==> src/rtl/i2s_rx_word_packer.sv <==
// I2S RX word packer: gathers right-aligned samples from the channel receiver
// into 32-bit words (4x8 or 2x16 when packing, otherwise one sample per word)
// and buffers them in a 4-deep first-word-fall-through FIFO for the uDMA.
// Optional feature macro: I2S_RX_PACKER_SIGN_EXT_EN -- when defined, unpacked
// samples are sign-extended into bits 31:W instead of zero-extended.
module i2s_rx_word_packer (
  input  logic        sck_i,
  input  logic        rstn_i,
  input  logic        cfg_en_i,
  input  logic        cfg_pack_i,
  input  logic [4:0]  cfg_num_bits_i,
  input  logic [31:0] in_data_i,
  input  logic        in_valid_i,
  output logic        in_ready_o,
  output logic [31:0] out_data_o,
  output logic        out_valid_o,
  input  logic        out_ready_i,
  output logic        overflow_o,
  output logic [2:0]  level_o
);

  logic [1:0]  slot_q, slot_d;
  logic [31:0] part_q, part_d;
  logic        ovf_q, ovf_d;
  logic [31:0] mem_q [4];
  logic [1:0]  wr_q, wr_d, rd_q, rd_d;
  logic [2:0]  level_q, level_d;

  logic [1:0]  last_slot;
  logic [4:0]  shamt;
  logic [31:0] mask, sample, packed_word;
  logic        accept, push, pop;

  // Gate with rstn_i so in_ready drops the instant reset is asserted.
  assign in_ready_o  = rstn_i & cfg_en_i & (level_q < 3'd4);
  assign out_valid_o = (level_q != 3'd0);
  assign out_data_o  = mem_q[rd_q];
  assign overflow_o  = ovf_q;
  assign level_o     = level_q;

  assign accept = in_valid_i & in_ready_o;
  assign push   = accept & (slot_q == last_slot);
  assign pop    = out_valid_o & out_ready_i & cfg_en_i;

  // Packing factor (as last slot index), slot bit offset and masked sample.
  always_comb begin
    last_slot = 2'd0;
    if (cfg_pack_i && cfg_num_bits_i == 5'd7)       last_slot = 2'd3;
    else if (cfg_pack_i && cfg_num_bits_i == 5'd15) last_slot = 2'd1;
    case (last_slot)
      2'd3:    shamt = {slot_q, 3'b000};
      2'd1:    shamt = {slot_q[0], 4'b0000};
      default: shamt = 5'd0;
    endcase
    mask   = 32'hFFFF_FFFF >> (5'd31 - cfg_num_bits_i);
    sample = in_data_i & mask;
`ifdef I2S_RX_PACKER_SIGN_EXT_EN
    if (last_slot == 2'd0 && in_data_i[cfg_num_bits_i]) sample = sample | ~mask;
`else
`endif
    packed_word = part_q | (sample << shamt);
  end

  // Slot counter, partial word and sticky overflow next state.
  always_comb begin
    slot_d = slot_q;
    part_d = part_q;
    ovf_d  = ovf_q;
    if (!cfg_en_i) begin
      slot_d = 2'd0;
      part_d = '0;
      ovf_d  = 1'b0;
    end else begin
      if (in_valid_i && !in_ready_o) ovf_d = 1'b1;
      if (accept) begin
        if (slot_q == last_slot) begin
          slot_d = 2'd0;
          part_d = '0;
        end else begin
          slot_d = slot_q + 2'd1;
          part_d = packed_word;
        end
      end
    end
  end

  // FIFO pointer and occupancy next state; disable flushes everything.
  always_comb begin
    wr_d    = wr_q;
    rd_d    = rd_q;
    level_d = level_q;
    if (!cfg_en_i) begin
      wr_d    = 2'd0;
      rd_d    = 2'd0;
      level_d = 3'd0;
    end else begin
      if (push) wr_d = wr_q + 2'd1;
      if (pop)  rd_d = rd_q + 2'd1;
      case ({push, pop})
        2'b10:   level_d = level_q + 3'd1;
        2'b01:   level_d = level_q - 3'd1;
        default: level_d = level_q;
      endcase
    end
  end

  // Packer state registers.
  always_ff @(posedge sck_i or negedge rstn_i) begin
    if (!rstn_i) begin
      slot_q <= 2'd0;
      part_q <= '0;
      ovf_q  <= 1'b0;
    end else begin
      slot_q <= slot_d;
      part_q <= part_d;
      ovf_q  <= ovf_d;
    end
  end

  // FIFO storage and pointers; storage is cleared so out_data reads 0 when idle.
  always_ff @(posedge sck_i or negedge rstn_i) begin
    if (!rstn_i) begin
      for (int i = 0; i < 4; i++) mem_q[i] <= '0;
      wr_q    <= 2'd0;
      rd_q    <= 2'd0;
      level_q <= 3'd0;
    end else begin
      if (!cfg_en_i) begin
        for (int i = 0; i < 4; i++) mem_q[i] <= '0;
      end else if (push) begin
        mem_q[wr_q] <= packed_word;
      end
      wr_q    <= wr_d;
      rd_q    <= rd_d;
      level_q <= level_d;
    end
  end

endmodule

==> config.mk <==
export PLATFORM = sky130hd
export DESIGN_NAME = i2s_rx_word_packer
export DESIGN_NICKNAME = d
export VERILOG_FILES = /design/src/rtl/i2s_rx_word_packer.sv
export SDC_FILE = /design/constraint.sdc
export NUM_CORES = 1
export LEC_CHECK = 0
export BUFFER_PORTS_ARGS = -buffer_cell sky130_fd_sc_hd__buf_4
export CORE_MARGIN = 2
export CORE_UTILIZATION = 54
export DETAILED_ROUTE_END_ITERATION = 10
export PLACE_DENSITY_LB_ADDON = 0.12
export SETUP_SLACK_MARGIN = 0.3
export SLEW_MARGIN = 10
export SYNTH_ARGS = -nofsm -noshare
export SYNTH_HDL_FRONTEND = slang
export SYNTH_SLANG_ARGS = --single-unit
==> constraint.sdc <==
create_clock -name sck_i -period 2.44 [get_ports sck_i]
set_input_delay 0 -clock sck_i [delete_from_list [all_inputs] [get_ports sck_i]]
set_output_delay 0 -clock sck_i [all_outputs]
set_load 0.01 [all_outputs]
==> impl_metrics.env <==
export IMPL_p_leak_nw=4.597
export IMPL_cp_num_buf_inv=0
export IMPL_rows=45
export IMPL_root_buffer="clkbuf_16"
export IMPL_rrSetupSlack_ns=0.15
export IMPL_drive_gt1_share_pct=23.41
export IMPL_track_usage_pct=30.37
export IMPL_postSynth_asyncResetShare_pct=100.0
export IMPL_yosysSeqAreaShare_pct=50.26
export IMPL_port_buffers=80
export IMPL_drtPass1Iterations=7
export IMPL_crit_path_start_kind="register"
export IMPL_ys_top_cells_by_area="dfrtp_1 (50%), mux4_2 (8.5%), nand3_1 (8.2%)"
export IMPL_sw_frac_of_total_pct=27.23
export IMPL_ys_seq_elements=170
export IMPL_grt_pass1_wl_mm=38.67
export IMPL_hpwl_mm=15.94
export IMPL_final_cells=1138
export IMPL_clock_sinks=170
export IMPL_crit_path_end_kind="register"
export IMPL_r2r_worst_path_cells=8
export IMPL_max_slew_margin_pct=30.46
export IMPL_synth_ff_type="dfrtp_1"
export IMPL_worstMarginPinSlew_ns=1.043
export IMPL_cp_slowest_stage_delay_ns=0.55
export IMPL_finalSetupViolCount=0
export IMPL_r2r_start="slot_q[1]$_DFFE_PN0P_"
export IMPL_seqPwrFrac_pct=41.7
export IMPL_required_ns=2.80
export IMPL_powerDensity_nw_per_um2=700.0
export IMPL_dieArea_um2=16690
export IMPL_nets=964
export IMPL_ant_nets=0
export IMPL_yosys_area_top_type_share_pct=50.26
export IMPL_start_util_pct=55.47
export IMPL_maxCapViolations=0
export IMPL_numCtsBuffers=17
export IMPL_min_from="cfg_en_i"
export IMPL_rsz0062_at_grt="true"
export IMPL_wire_per_inst_um=21.26
export IMPL_hold_depth=4
export IMPL_synth_enable_flop_cells=0
export IMPL_cp_slowest_cell="or4_4"
export IMPL_yosysTopAreaCell="dfrtp_1"
export IMPL_ios=81
export IMPL_grt_remaining_overflow=0
export IMPL_antenna_found_initial=0
export IMPL_place_congestion=0.9377
export IMPL_critical_path_class="register to register"
export IMPL_die_width_um=129.2
export IMPL_drt_vias_per_instance=6.244
export IMPL_pwr_share_comb_pct=17.2
export IMPL_drc_errors=0
export IMPL_cts_max_path_buffers=2
export IMPL_yosys_cell_types_count=72
export IMPL_max_freq_mhz=436.6
export IMPL_min_to="slot_q[1]$_DFFE_PN0P_"
export IMPL_netlist_area_um2=8464
export IMPL_synthCells=840
export IMPL_crit_top_cell="nand3_1"
export IMPL_whs_ns=0.03864
export IMPL_maxSlewViolCount=0
export IMPL_areaGrowthSynthToFinish_pct=20.59
export IMPL_skew_ns=0.01191
export IMPL_n_antenna_cell=0
export IMPL_worst_hold_path_type="input port to register"
export IMPL_avgSynthCellArea_um2=10.08
export IMPL_p_switching_mw=1.946
export IMPL_syn_nets=889
export IMPL_worstPathMaxFanout=2
export IMPL_cts_tree="done"
export IMPL_p_clk_share_pct=41.1
export IMPL_clkLatencyLatePin_ns=0.43
export IMPL_dr_first_iter_drc_count=587
export IMPL_finalHoldViolCount=0
export IMPL_yosys_warnings=0
export IMPL_htreeDepth=4
export IMPL_ir_drop_uv=642.4
export IMPL_worstPathArrival_ns=2.65
export IMPL_status="finished clean"
export IMPL_period_needed_ns=2.290
export IMPL_wl_mm=24.19
export IMPL_clk_pin_slew_worst_paths_ns=0.07
export IMPL_grt_max_degree=108
export IMPL_rr_endpoint="level_o[1]$_DFFE_PN0P_"
export IMPL_die_h_um=129.2
export IMPL_final_period_utilization_pct=93.86
export IMPL_cp_cell_sequence="ha_4, or4_4, nand2_4, nor2_4, fa_2, nand3_1, a21o_1, nand3_1"
export IMPL_dp_cells=1095
export IMPL_via_count=7106
export IMPL_core_um2=15260
export IMPL_intPower_mw=5.199
export IMPL_critical_path_top_delay_family="simple AND/OR/NAND/NOR gates"
export IMPL_first_global_vias=7108
## flip-flops by register name, summed over array words and instances, names as in the netlist
register and cells:
level_o 3, mem_q 128, overflow_o 1, part_q 32, rd_q 2, slot_q 2, wr_q 2
## cells in the mapped netlist, types with 5 or more instances
library cell  instances
o21a_1               10
a22o_1                7
and2_1                7
nand4_1               6
ha_1                  5
nor2_1               13
inv_1                 6
o211a_1               5
nor2b_1               9
buf_2                20
mux4_2               32
nand2_1              98
nand3_1             139
a21oi_1              35
nor3_1                6
o21ai_0             118
a31oi_1               8
dfrtp_1             170
a211oi_1              6
buf_1                 9
clkbuf_1             44
## how the worst max path moves through the flow
stage,cells past startpoint,start,end
6_report,8,slot_q[1]$_DFFE_PN0P_,level_o[1]$_DFFE_PN0P_
4_1_cts,8,slot_q[1]$_DFFE_PN0P_,level_o[1]$_DFFE_PN0P_
3_3_place_gp,11,cfg_num_bits_i[4],level_o[1]$_DFFE_PN0P_
3_5_place_dp,11,cfg_num_bits_i[4],level_o[1]$_DFFE_PN0P_
2_1_floorplan,13,cfg_num_bits_i[4],level_o[1]$_DFFE_PN0P_
5_1_grt,8,slot_q[1]$_DFFE_PN0P_,level_o[1]$_DFFE_PN0P_
## layout by cell type, fill, tap and decap left out, types with 4 or more instances in the layout
cell type / n
dlygate4sd3_1: 7
inv_1: 6
clkbuf_16: 17
o2111a_1: 4
a21oi_2: 6
nand4_1: 6
a211oi_1: 5
xnor2_1: 4
a31oi_1: 7
and3_1: 4
and2_1: 8
o21a_1: 10
buf_4: 117
ha_1: 4
inv_6: 5
nor2b_1: 9
nand2_1: 97
o21ai_0: 118
a211o_1: 4
nor2_1: 12
o211a_1: 5
bufinv_16: 4
buf_6: 4
dfrtp_1: 169
nand3_1: 139
nor3_1: 5
a21oi_1: 30
mux4_2: 32
a22o_1: 7
## cell families (layout without fill, tap and decap cells)
family	after synthesis	count (layout)	share of synthesized area (%)
mux	34	34	8.751
buf+inv	82	169	4.198
simple gates	310	310	17.95
compound gates	232	232	17.09
fa+ha+maj	6	6	0.9756
flops	170	170	50.26
xor+xnor	6	6	0.7834
## area by class of cell
type	count	area, um2
fill	1177	5051
sequential	170	4255
multi-input combinational	588	3961
timing repair buffer	132	1069
clock buffer	17	425.4
tap	211	264.0
clock inverter	14	210.2
inverter	6	22.52
## metal layers
layer | share of wire, % | vias up | wire, um | GRT usage (%)
met1 | 43 | 3565 | 10430 | 41.77
met3 | 5.7 | 45 | 1388 | 6.441
li1 | - | 3239 | - | -
met5 | 0 | - | 0 | 0
met4 | 2.8 | 0 | 676 | 11.38
met2 | 48 | 257 | 11700 | 47.96
## power groups by stage
stage / clock network, mW / registers [mW] / logic [mW]
floorplan: 0 / 2.99 / 0.738
global placement: 0 / 3.02 / 1.19
detailed placement: 0 / 3.03 / 1.20
CTS: 2.97 / 2.98 / 1.21
global route: 3.11 / 2.99 / 1.33
finish: 2.94 / 2.98 / 1.23
## repair_timing
| item | in CTS | in global routing |
|---|---|---|
| hold buffers | 6 | 2 |
| buffers inserted | 2 | 2 |
| setup endpoints to repair | 11 | 107 |
| hold endpoints to repair | 32 | 6 |
| resized for setup | 2 | 17 |
| pin swaps | 4 | 3 |
## worst register-to-register path, cell delays in order, from the launching register on
cell	delay [ns]
dfrtp_1	0.41
ha_4	0.23
or4_4	0.55
nand2_4	0.11
nor2_4	0.04
fa_2	0.54
nand3_1	0.07
a21o_1	0.21
nand3_1	0.07
## per-stage QoR
step	setup TNS [ns]	instance area, um2	power (mW)	setup slack (ns)	utilization [%]
final	0	10210	7.145	0.1498	66.90
after global routing	0	10210	7.427	0.08403	66.90
after CTS	0	10100	7.167	0.1469	66.19
after detailed placement	-0.009273	9361	4.232	-0.009273	61.35
after global placement	0	9361	4.214	0.05161	61.35
after floorplan	-0.4787	8504	3.726	-0.2781	-
(Power assumes the default switching activity.)
